===== config.mk =====
export PLATFORM = sky130hd
export DESIGN_NAME = fir_sat_mac_seq
export DESIGN_NICKNAME = d
export VERILOG_FILES = /design/src/rtl/fir_sat_pkg.sv /design/src/rtl/fir_sat_add.sv /design/src/rtl/fir_sat_mac_seq.sv
export SDC_FILE = /design/constraint.sdc
export NUM_CORES = 1
export LEC_CHECK = 0
export ABC_CLOCK_PERIOD_IN_PS = 14100
export BUFFER_PORTS_ARGS = -buffer_cell sky130_fd_sc_hd__buf_2
export CAP_MARGIN = 20
export CORE_MARGIN = 1
export CORE_UTILIZATION = 30
export CTS_BUF_LIST = sky130_fd_sc_hd__clkbuf_4
export CTS_CLUSTER_SIZE = 25
export DETAILED_ROUTE_END_ITERATION = 8
export SLEW_MARGIN = 20
export SYNTH_ARGS = -nofsm -noshare
export SYNTH_HDL_FRONTEND = slang
export SYNTH_SLANG_ARGS = --single-unit

===== constraint.sdc =====
create_clock -name system1000 -period 14.1 [get_ports system1000]
set_input_delay 1.41 -clock system1000 [delete_from_list [all_inputs] [get_ports system1000]]
set_output_delay 1.41 -clock system1000 [all_outputs]
set_load 0.03 [all_outputs]

===== src/rtl/fir_sat_pkg.sv =====
// Shared types and helpers for the time-multiplexed saturating FIR.
package fir_sat_pkg;

   typedef enum logic [1:0] {
      StIdle,
      StMac,
      StOut
   } state_e;

   // Largest signed value representable in w bits, sign-extended to 64 bits.
   function automatic logic signed [63:0] sat_max(input int unsigned w);
      return (64'sd1 <<< (w - 1)) - 64'sd1;
   endfunction

   // Most negative signed value representable in w bits, sign-extended to 64 bits.
   function automatic logic signed [63:0] sat_min(input int unsigned w);
      return -(64'sd1 <<< (w - 1));
   endfunction

   // Index width for a bank of taps entries; a single tap still needs one bit.
   function automatic int unsigned idx_w(input int unsigned taps);
      return (taps > 1) ? $clog2(taps) : 1;
   endfunction

endpackage


===== src/rtl/fir_sat_add.sv =====
// Combinational signed adder with selectable saturate or two's-complement wrap.
module fir_sat_add
   import fir_sat_pkg::*;
#(
   parameter int unsigned W = 16
) (
   input  logic signed [W-1:0] a,
   input  logic signed [W-1:0] b,
   input  logic                sat_mode,
   output logic signed [W-1:0] y,
   output logic                ovf
);

   localparam logic signed [W-1:0] MaxV = W'(sat_max(W));
   localparam logic signed [W-1:0] MinV = W'(sat_min(W));

   logic [W:0] sum;

   // Widen by one bit to detect overflow, then clamp or wrap.
   always_comb begin
      sum = {a[W-1], a} + {b[W-1], b};
      ovf = sum[W] ^ sum[W-1];
      y   = sum[W-1:0];
      if (ovf && sat_mode) begin
         // Overflow with both operands negative can only go below min.
         y = (a[W-1] && b[W-1]) ? MinV : MaxV;
      end
   end

endmodule


===== src/rtl/fir_sat_mac_seq.sv =====
// FIR filter evaluating one tap per cycle on a single saturating MAC datapath.
module fir_sat_mac_seq
   import fir_sat_pkg::*;
#(
   parameter int unsigned DATA_W = 16,
   parameter int unsigned COEF_W = 16,
   parameter int unsigned FRAC_W = 15,
   parameter int unsigned TAPS   = 4
) (
   input  logic                       system1000,
   input  logic                       system1000_rst,
   input  logic                       in_valid,
   output logic                       in_ready,
   input  logic signed [DATA_W-1:0]   in_data,
   input  logic                       coef_we,
   input  logic [idx_w(TAPS)-1:0]     coef_addr,
   input  logic signed [COEF_W-1:0]   coef_data,
   input  logic                       sat_mode,
   output logic                       out_valid,
   input  logic                       out_ready,
   output logic signed [DATA_W-1:0]   out_data,
   output logic                       ovf,
   input  logic                       ovf_clr
);

   localparam int unsigned IDX_W  = idx_w(TAPS);
   localparam int unsigned PROD_W = DATA_W + COEF_W;
   localparam logic signed [DATA_W-1:0] MaxV = DATA_W'(sat_max(DATA_W));
   localparam logic signed [DATA_W-1:0] MinV = DATA_W'(sat_min(DATA_W));

   state_e                    state_q, state_d;
   logic signed [DATA_W-1:0]  x_q [TAPS];
   logic signed [COEF_W-1:0]  c_q [TAPS];
   logic signed [DATA_W-1:0]  acc_q;
   logic [IDX_W-1:0]          idx_q;
   logic                      mode_q;
   logic                      ovf_q, ovf_d;

   logic                      accept;
   logic                      mac_step;
   logic                      last_tap;
   logic                      coef_wr;
   logic signed [PROD_W-1:0]  prod;
   logic signed [PROD_W-1:0]  shifted;
   logic [PROD_W-DATA_W:0]    prod_hi;
   logic                      scale_ovf;
   logic signed [DATA_W-1:0]  scaled;
   logic signed [DATA_W-1:0]  acc_sum;
   logic                      add_ovf;

   assign last_tap = (idx_q == IDX_W'(TAPS - 1));
   assign coef_wr  = coef_we && (state_q == StIdle) && (32'(coef_addr) < TAPS);
   assign out_data = acc_q;
   assign ovf      = ovf_q;

   // FSM next state and handshake outputs.
   always_comb begin
      state_d   = state_q;
      in_ready  = 1'b0;
      out_valid = 1'b0;
      accept    = 1'b0;
      mac_step  = 1'b0;
      unique case (state_q)
         StIdle: begin
            in_ready = 1'b1;
            if (in_valid) begin
               accept  = 1'b1;
               state_d = StMac;
            end
         end
         StMac: begin
            mac_step = 1'b1;
            if (last_tap) state_d = StOut;
         end
         StOut: begin
            out_valid = 1'b1;
            if (out_ready) state_d = StIdle;
         end
         default: state_d = StIdle;
      endcase
   end

   // Scale the full-precision product back to sample width; floor via arithmetic shift.
   always_comb begin
      prod      = x_q[idx_q] * c_q[idx_q];
      shifted   = prod >>> FRAC_W;
      // In range only when every bit above the sample sign bit matches it.
      prod_hi   = shifted[PROD_W-1:DATA_W-1];
      scale_ovf = ~((&prod_hi) | ~(|prod_hi));
      scaled    = shifted[DATA_W-1:0];
      if (scale_ovf && mode_q) begin
         scaled = shifted[PROD_W-1] ? MinV : MaxV;
      end
   end

   fir_sat_add #(
      .W (DATA_W)
   ) u_add (
      .a        (acc_q),
      .b        (scaled),
      .sat_mode (mode_q),
      .y        (acc_sum),
      .ovf      (add_ovf)
   );

   // Sticky overflow: a new event in the same cycle beats a clear.
   always_comb begin
      ovf_d = ovf_q;
      if (ovf_clr) ovf_d = 1'b0;
      if (mac_step && (scale_ovf || add_ovf)) ovf_d = 1'b1;
   end

   // State, overflow flag and latched mode.
   always_ff @(posedge system1000) begin
      if (system1000_rst) begin
         state_q <= StIdle;
         ovf_q   <= 1'b0;
         mode_q  <= 1'b0;
      end else begin
         state_q <= state_d;
         ovf_q   <= ovf_d;
         if (accept) mode_q <= sat_mode;
      end
   end

   // Delay line shifts once per accepted sample.
   always_ff @(posedge system1000) begin
      if (system1000_rst) begin
         for (int unsigned k = 0; k < TAPS; k++) x_q[k] <= '0;
      end else if (accept) begin
         x_q[0] <= in_data;
         for (int unsigned k = 1; k < TAPS; k++) x_q[k] <= x_q[k-1];
      end
   end

   // Coefficient bank; writable only while idle.
   always_ff @(posedge system1000) begin
      if (system1000_rst) begin
         for (int unsigned k = 0; k < TAPS; k++) c_q[k] <= '0;
      end else if (coef_wr) begin
         c_q[coef_addr] <= coef_data;
      end
   end

   // Tap index and accumulator for the in-flight sample.
   always_ff @(posedge system1000) begin
      if (system1000_rst) begin
         idx_q <= '0;
         acc_q <= '0;
      end else if (accept) begin
         idx_q <= '0;
         acc_q <= '0;
      end else if (mac_step) begin
         acc_q <= acc_sum;
         if (!last_tap) idx_q <= idx_q + 1'b1;
      end
   end

endmodule


==> impl_metrics.ini, run 1 <==
[outcome]
status = completed

[synthesis]
synthArstFlopShare = 0
yosysSeqAreaShare = 0.2502
synth_cell_types = 71
avgSynthCellArea_um2 = 10.34
synth_edf_count = 128
yosysWarnings = 0
synth_ff_type = edfxtp_1
syn_nets = 2071
syn_area_mm2 = 0.01728
synthCells = 1672
ys_seq_elements = 152

[route]
drcViolationCount = 0
first_pass_iters = 5
first_iter_violations = 789
vias_per_cell = 4.759
wirelength_mm = 42.39
postRouteAntennaNets = 0
wl_per_cell_um = 17.18
num_vias = 11740

[timing]
tightestPinTransition_ns = 1.164
hold_violations = 0
finalCriticalPeriod_ns = 11.37
fmax_mhz = 87.95
rsz0062_at_grt = no
finalCritPeriodShare = 0.8064
tns_ns = 0
setup_viol = 0
slew_headroom = 0.2187
finalMaxSlewViolations = 0
worst_clock_skew_ns = 0.03082

[layout]
seqCellArea_mm2 = 0.004327
layout_commonest_cell = inv_1
fill_cells = 5791
drive_gt1_frac = 0.1058
area_growth_pct = 8.079
multiInputGateArea_mm2 = 0.01158
final_cell_mix = 300 x inv_1, 262 x fa_1, 180 x and2_1
nets = 2097

[cts]
cts_buffers = 17
cts_tree = done
cts.sinks = 152
insertion_delay_ns = 0.61
ctsHoldBuffers = 0
cts_resized = 0
clockRootBuffer = clkbuf_4
post-cts-setup-buffers = 0
htree_levels = 4
clkTransAtPathRegs_ns = 0.16
cts_buffer_depth = 2

[setup_path]
r2r_end = out_data[8]
arrival_ns = 11.82
crit_type = flip-flop to flip-flop
cp-start-kind = flip-flop
cp_slowest_stage_delay_ns = 0.80
critPathMaxFanout = 33
required_ns = 14.55
crit_slowest_cell = o21ai_1
end_kind = flip-flop
r2r_slack_ns = 2.73
path_common_cell = fa_1
rr_worst_depth = 33

[min_path]
whs_path_depth = 2
hold_start = out_data[15]
hp-class = flip-flop to flip-flop
worstHoldEndpoint = out_data[15]

[floorplanning]
die-area_mm2 = 0.05858
core-area_mm2 = 0.05660
start_util = 0.3053
die_height_um = 242.0
io_pins = 60
num_rows = 87
fp.dieW_um = 242.0

[placement]
gp_congestion = 0.8627
port-buffer-count = 59
post-dp-hpwl_mm = 32.92

[flow_run]
drv_cap = 0

[grt]
grt_pass1_wl_mm = 70.08
gr-total-overflow = 0
grtUsageTotal = 0.1524
grt_max_degree = 68
grt_pass1_vias = 12960
antenna_found_initial = 1
[sequential cells by signal (all words and copies together) (netlist names), named ones only]
name / count
c_q: 64
state_q: 2
mode_q: 1
x_q: 64
out_data: 16
ovf: 1
idx_q: 2
[critical path, delay by kind of cell, from the launching register on]
| kind | cells | cell delay [ns] |
|---|---|---|
| AO/OA/AOI/OAI | 15 | 4.57 |
| adder cells (fa/ha/maj) | 9 | 4.08 |
| buffers and inverters | 5 | 0.79 |
| flip-flops | 1 | 0.77 |
| multiplexers | 1 | 0.41 |
| AND/OR/NAND/NOR | 3 | 0.58 |
[cell usage after synthesis (all sizes together) (7+ instances only)]
| master | n | area share |
|---|---|---|
| o21a | 21 | 0.0091 |
| a21o | 20 | 0.0096 |
| dfxtp | 24 | 0.028 |
| nor2b | 11 | 0.0040 |
| mux2i | 19 | 0.011 |
| nand3 | 17 | 0.0062 |
| o211ai | 7 | 0.0033 |
| mux2 | 18 | 0.012 |
| o21ai | 34 | 0.010 |
| clkbuf | 45 | 0.0098 |
| buf | 17 | 0.0061 |
| a311oi | 12 | 0.0083 |
| edfxtp | 128 | 0.22 |
| xnor2 | 21 | 0.011 |
| nand2 | 158 | 0.034 |
| a21oi | 44 | 0.015 |
| mux4 | 16 | 0.021 |
| inv | 301 | 0.065 |
| nand2b | 13 | 0.0047 |
| fa | 262 | 0.30 |
| xor2 | 19 | 0.0096 |
| nor2 | 117 | 0.025 |
| and2 | 180 | 0.065 |
| ha | 96 | 0.069 |
[layer usage]
metal,global-route usage,vias to the layer above,routed length (um)
met2,0.2776,293,22190
met3,0.01628,69,1784
met5,0,-,0
li1,-,5372,-
met1,0.1854,6010,17130
met4,0.05324,0,1280
[area by class of cell]
cell class,instances,share of cell area
Multi-Input combinational cell,1157,0.6200
Timing Repair Buffer,69,0.02090
Tap cell,756,0.05064
Sequential cell,152,0.2316
Inverter,301,0.06048
Antenna cell,1,0.0001340
Clock inverter,14,0.009042
Clock buffer,18,0.007234
[worst max path at each step]
stage	to	slack (ns)
6_report	out_data[8]	2.73
5_1_grt	out_data[8]	2.02
4_1_cts	out_data[8]	2.73
3_5_place_dp	out_data[8]	2.78
3_3_place_gp	out_data[6]	3.05
2_1_floorplan	out_data[11]	4.43
[metrics by stage]
stage	hold slack (ns)	worst slack, ns	area [um^2]	utilization	cells
floorplan	0.4716	4.433	17280	-	1672
global placement	0.5086	3.046	18330	0.3239	2434
detailed placement	0.5298	2.783	18370	0.3245	2435
CTS	0.5464	2.727	18670	0.3299	2467
global route	0.5753	2.023	18680	0.3300	2468
finish	0.5399	2.730	18680	0.3300	2468
[kinds of logic (layout without fill, tap and decap cells)]
group,count (synthesis),count (layout),share of synthesized area
AOI/OAI and AO/OA,180,180,0.08050
xor gates and xnor gates,40,40,0.02027
adders and majority gates,358,358,0.3730
buffers and inverters,363,402,0.08122
DFF,152,152,0.2502
muxes,53,53,0.04358
other,0,1,0
and+or+nand+nor,526,526,0.1513
Power of run 1 is left out: the tool's default activity adds up to more than one toggle a clock period on the data nets, which glitch-free logic cannot reach.
==> run 2, diff against run 1 <==
Settings changed: ABC_AREA set to 1, ABC_CLOCK_PERIOD_IN_PS 14100 to 9200.
Clock period 14.1 ns to 9.2 ns, I/O delays scaled along.
==> impl_metrics.ini, run 2 <==
[floorplanning]
die_height_um = 242.3
num_rows = 87
start_util = 0.3054
core-area_mm2 = 0.05671
die-area_mm2 = 0.05871
fp.dieW_um = 242.3
io_pins = 60

[placement]
placed_area_mm2 = 0.01938
gp_congestion = 0.9482
dp_slack_ns = 0.08509
post-dp-hpwl_mm = 36.57
port-buffer-count = 59

[cts]
htree_levels = 4
ctsHoldBuffers = 0
insertion_delay_ns = 0.64
cts_tree = done
clockRootBuffer = clkbuf_4
cts.sinks = 152
clkTransAtPathRegs_ns = 0.14
cts_buffers = 17
cts_buffer_depth = 2

[timing]
finalCriticalPeriod_ns = 8.706
fin_hold_ws_ns = 0.4811
hold_violations = 0
slew_headroom = 0.3849
worst_clock_skew_ns = 0.04247
tightestPinTransition_ns = 0.9216
fmax_mhz = 114.9
tns_ns = 0
finalMaxSlewViolations = 0
setup_viol = 0
rsz0062_at_grt = yes
finalCritPeriodShare = 0.9463
layout_setup_ws_ns = 0.4943

[synthesis]
ys_seq_elements = 152
synth_cell_types = 44
synth_common_cells = 472 x inv_1, 349 x nand2_1, 343 x nor2_1
yosysTopAreaCell = fa_1
syn_nets = 2432
yosysWarnings = 0
syn_area_mm2 = 0.01732
synth.most_common_cell = inv_1
synthArstFlopShare = 0
ys_top_cells_by_area = fa_1 30%, edfxtp_1 22%, inv_1 10%, nand2_1 7.6%, nor2_1 7.4%
yosysSeqAreaShare = 0.2496
synthCells = 2033
synth_edf_count = 128
synth_ff_type = edfxtp_1
avgSynthCellArea_um2 = 8.521
netlist.area_leader.share = 0.3028

[setup_path]
crit_type = flip-flop to flip-flop
crit_slowest_cell = fa_1
r2r_end = out_data[13]
r2r_slack_ns = 0.49
rr_worst_depth = 49
arrival_ns = 9.22
path_common_cell = nand2_1
required_ns = 9.71
end_kind = flip-flop
cp-start-kind = flip-flop
critPathMaxFanout = 8
cp_slowest_stage_delay_ns = 0.52

[layout]
multiInputGateArea_mm2 = 0.01121
area_growth_pct = 16.79
drive_gt1_frac = 0.1568
fill_cells = 5851
nets = 2612
layout_commonest_cell = inv_1
finish.instance_area_mm2 = 0.02023
final_cell_mix = 463 x inv_1, 346 x nand2_1, 326 x nor2_1
seqCellArea_mm2 = 0.004332

[min_path]
hold_start = ovf
worstHoldEndpoint = ovf
hp-class = flip-flop to flip-flop
whs_path_depth = 2

[route]
wl_per_cell_um = 15.29
num_vias = 13780
drcViolationCount = 0
wirelength_mm = 45.64
first_iter_violations = 794
vias_per_cell = 4.617
postRouteAntennaNets = 0
first_pass_iters = 7

[grt]
grtUsageTotal = 0.1575
grt_max_degree = 67
grt_pass1_wl_mm = 73.51
grt_pass1_vias = 14510
antenna_found_initial = 2
gr-total-overflow = 0

[flow_run]
drv_cap = 0

[outcome]
status = completed
## run 2: cell types whose count changed after synthesis, moves of 19 or more
cell,delta
mux2i_1,-19
o21a_1,-20
nand3_1,+33
a21oi_1,+46
nand2_1,+192
a32oi_1,+28
inv_1,+171
and2_1,-180
nor2_1,+226
## run 2: cell families after synthesis
kind of cell               Yosys count  share of synthesized area
and+or+nand+nor                    781                     0.1798
buffers and inverters              537                     0.1195
adders and majority gates          358                     0.3721
AOI/OAI and AO/OA                  171                    0.06183
DFF                                152                     0.2496
xor gates and xnor gates            34                    0.01719
## run 2: final cells by class
cell class	count	area share
Antenna cell	2	0.0002474
Clock buffer	19	0.007051
Clock inverter	13	0.006741
Inverter	479	0.09091
Multi-Input combinational cell	1344	0.5540
Sequential cell	152	0.2141
Tap cell	756	0.04676
Timing Repair Buffer	215	0.07873
Timing Repair inverter	4	0.001422
## run 2: worst max-delay path: cells and delay by family, from the launching register on
kind	cells	cell delay, ns
AND/OR/NAND/NOR	22	1.96
flip-flops	1	0.51
buffers and inverters	13	1.54
AO/OA/AOI/OAI	6	1.03
adder cells (fa/ha/maj)	8	3.51
## run 2: repair_timing
item,CTS,global route
setup buffers,0,18
resized for setup,0,101
setup endpoints to repair,0,17
## run 2: worst max path at each step
stage / start / to / slack [ns]
2_1_floorplan: flip-flop / out_data[1] / 0.05
3_3_place_gp: flip-flop / out_data[8] / 0.20
3_5_place_dp: flip-flop / out_data[2] / 0.09
4_1_cts: flip-flop / out_data[13] / 0.05
5_1_grt: flip-flop / out_data[5] / -0.05
6_report: flip-flop / out_data[13] / 0.49
## run 2: per-stage QoR
stage / cells / util
floorplan: 2033 / -
global placement: 2927 / 0.3417
detailed placement: 2927 / 0.3417
CTS: 2959 / 0.3466
global route: 2984 / 0.3567
finish: 2984 / 0.3567
## run 2: per-layer routing
metal,vias to the layer above,global-route usage,part of all wire
li1,6539,-,-
met1,6823,0.1972,0.42
met2,365,0.2824,0.51
met3,51,0.02349,0.052
met4,0,0.03872,0.016
met5,-,0,0
Power of run 2 is left out for the same reason.
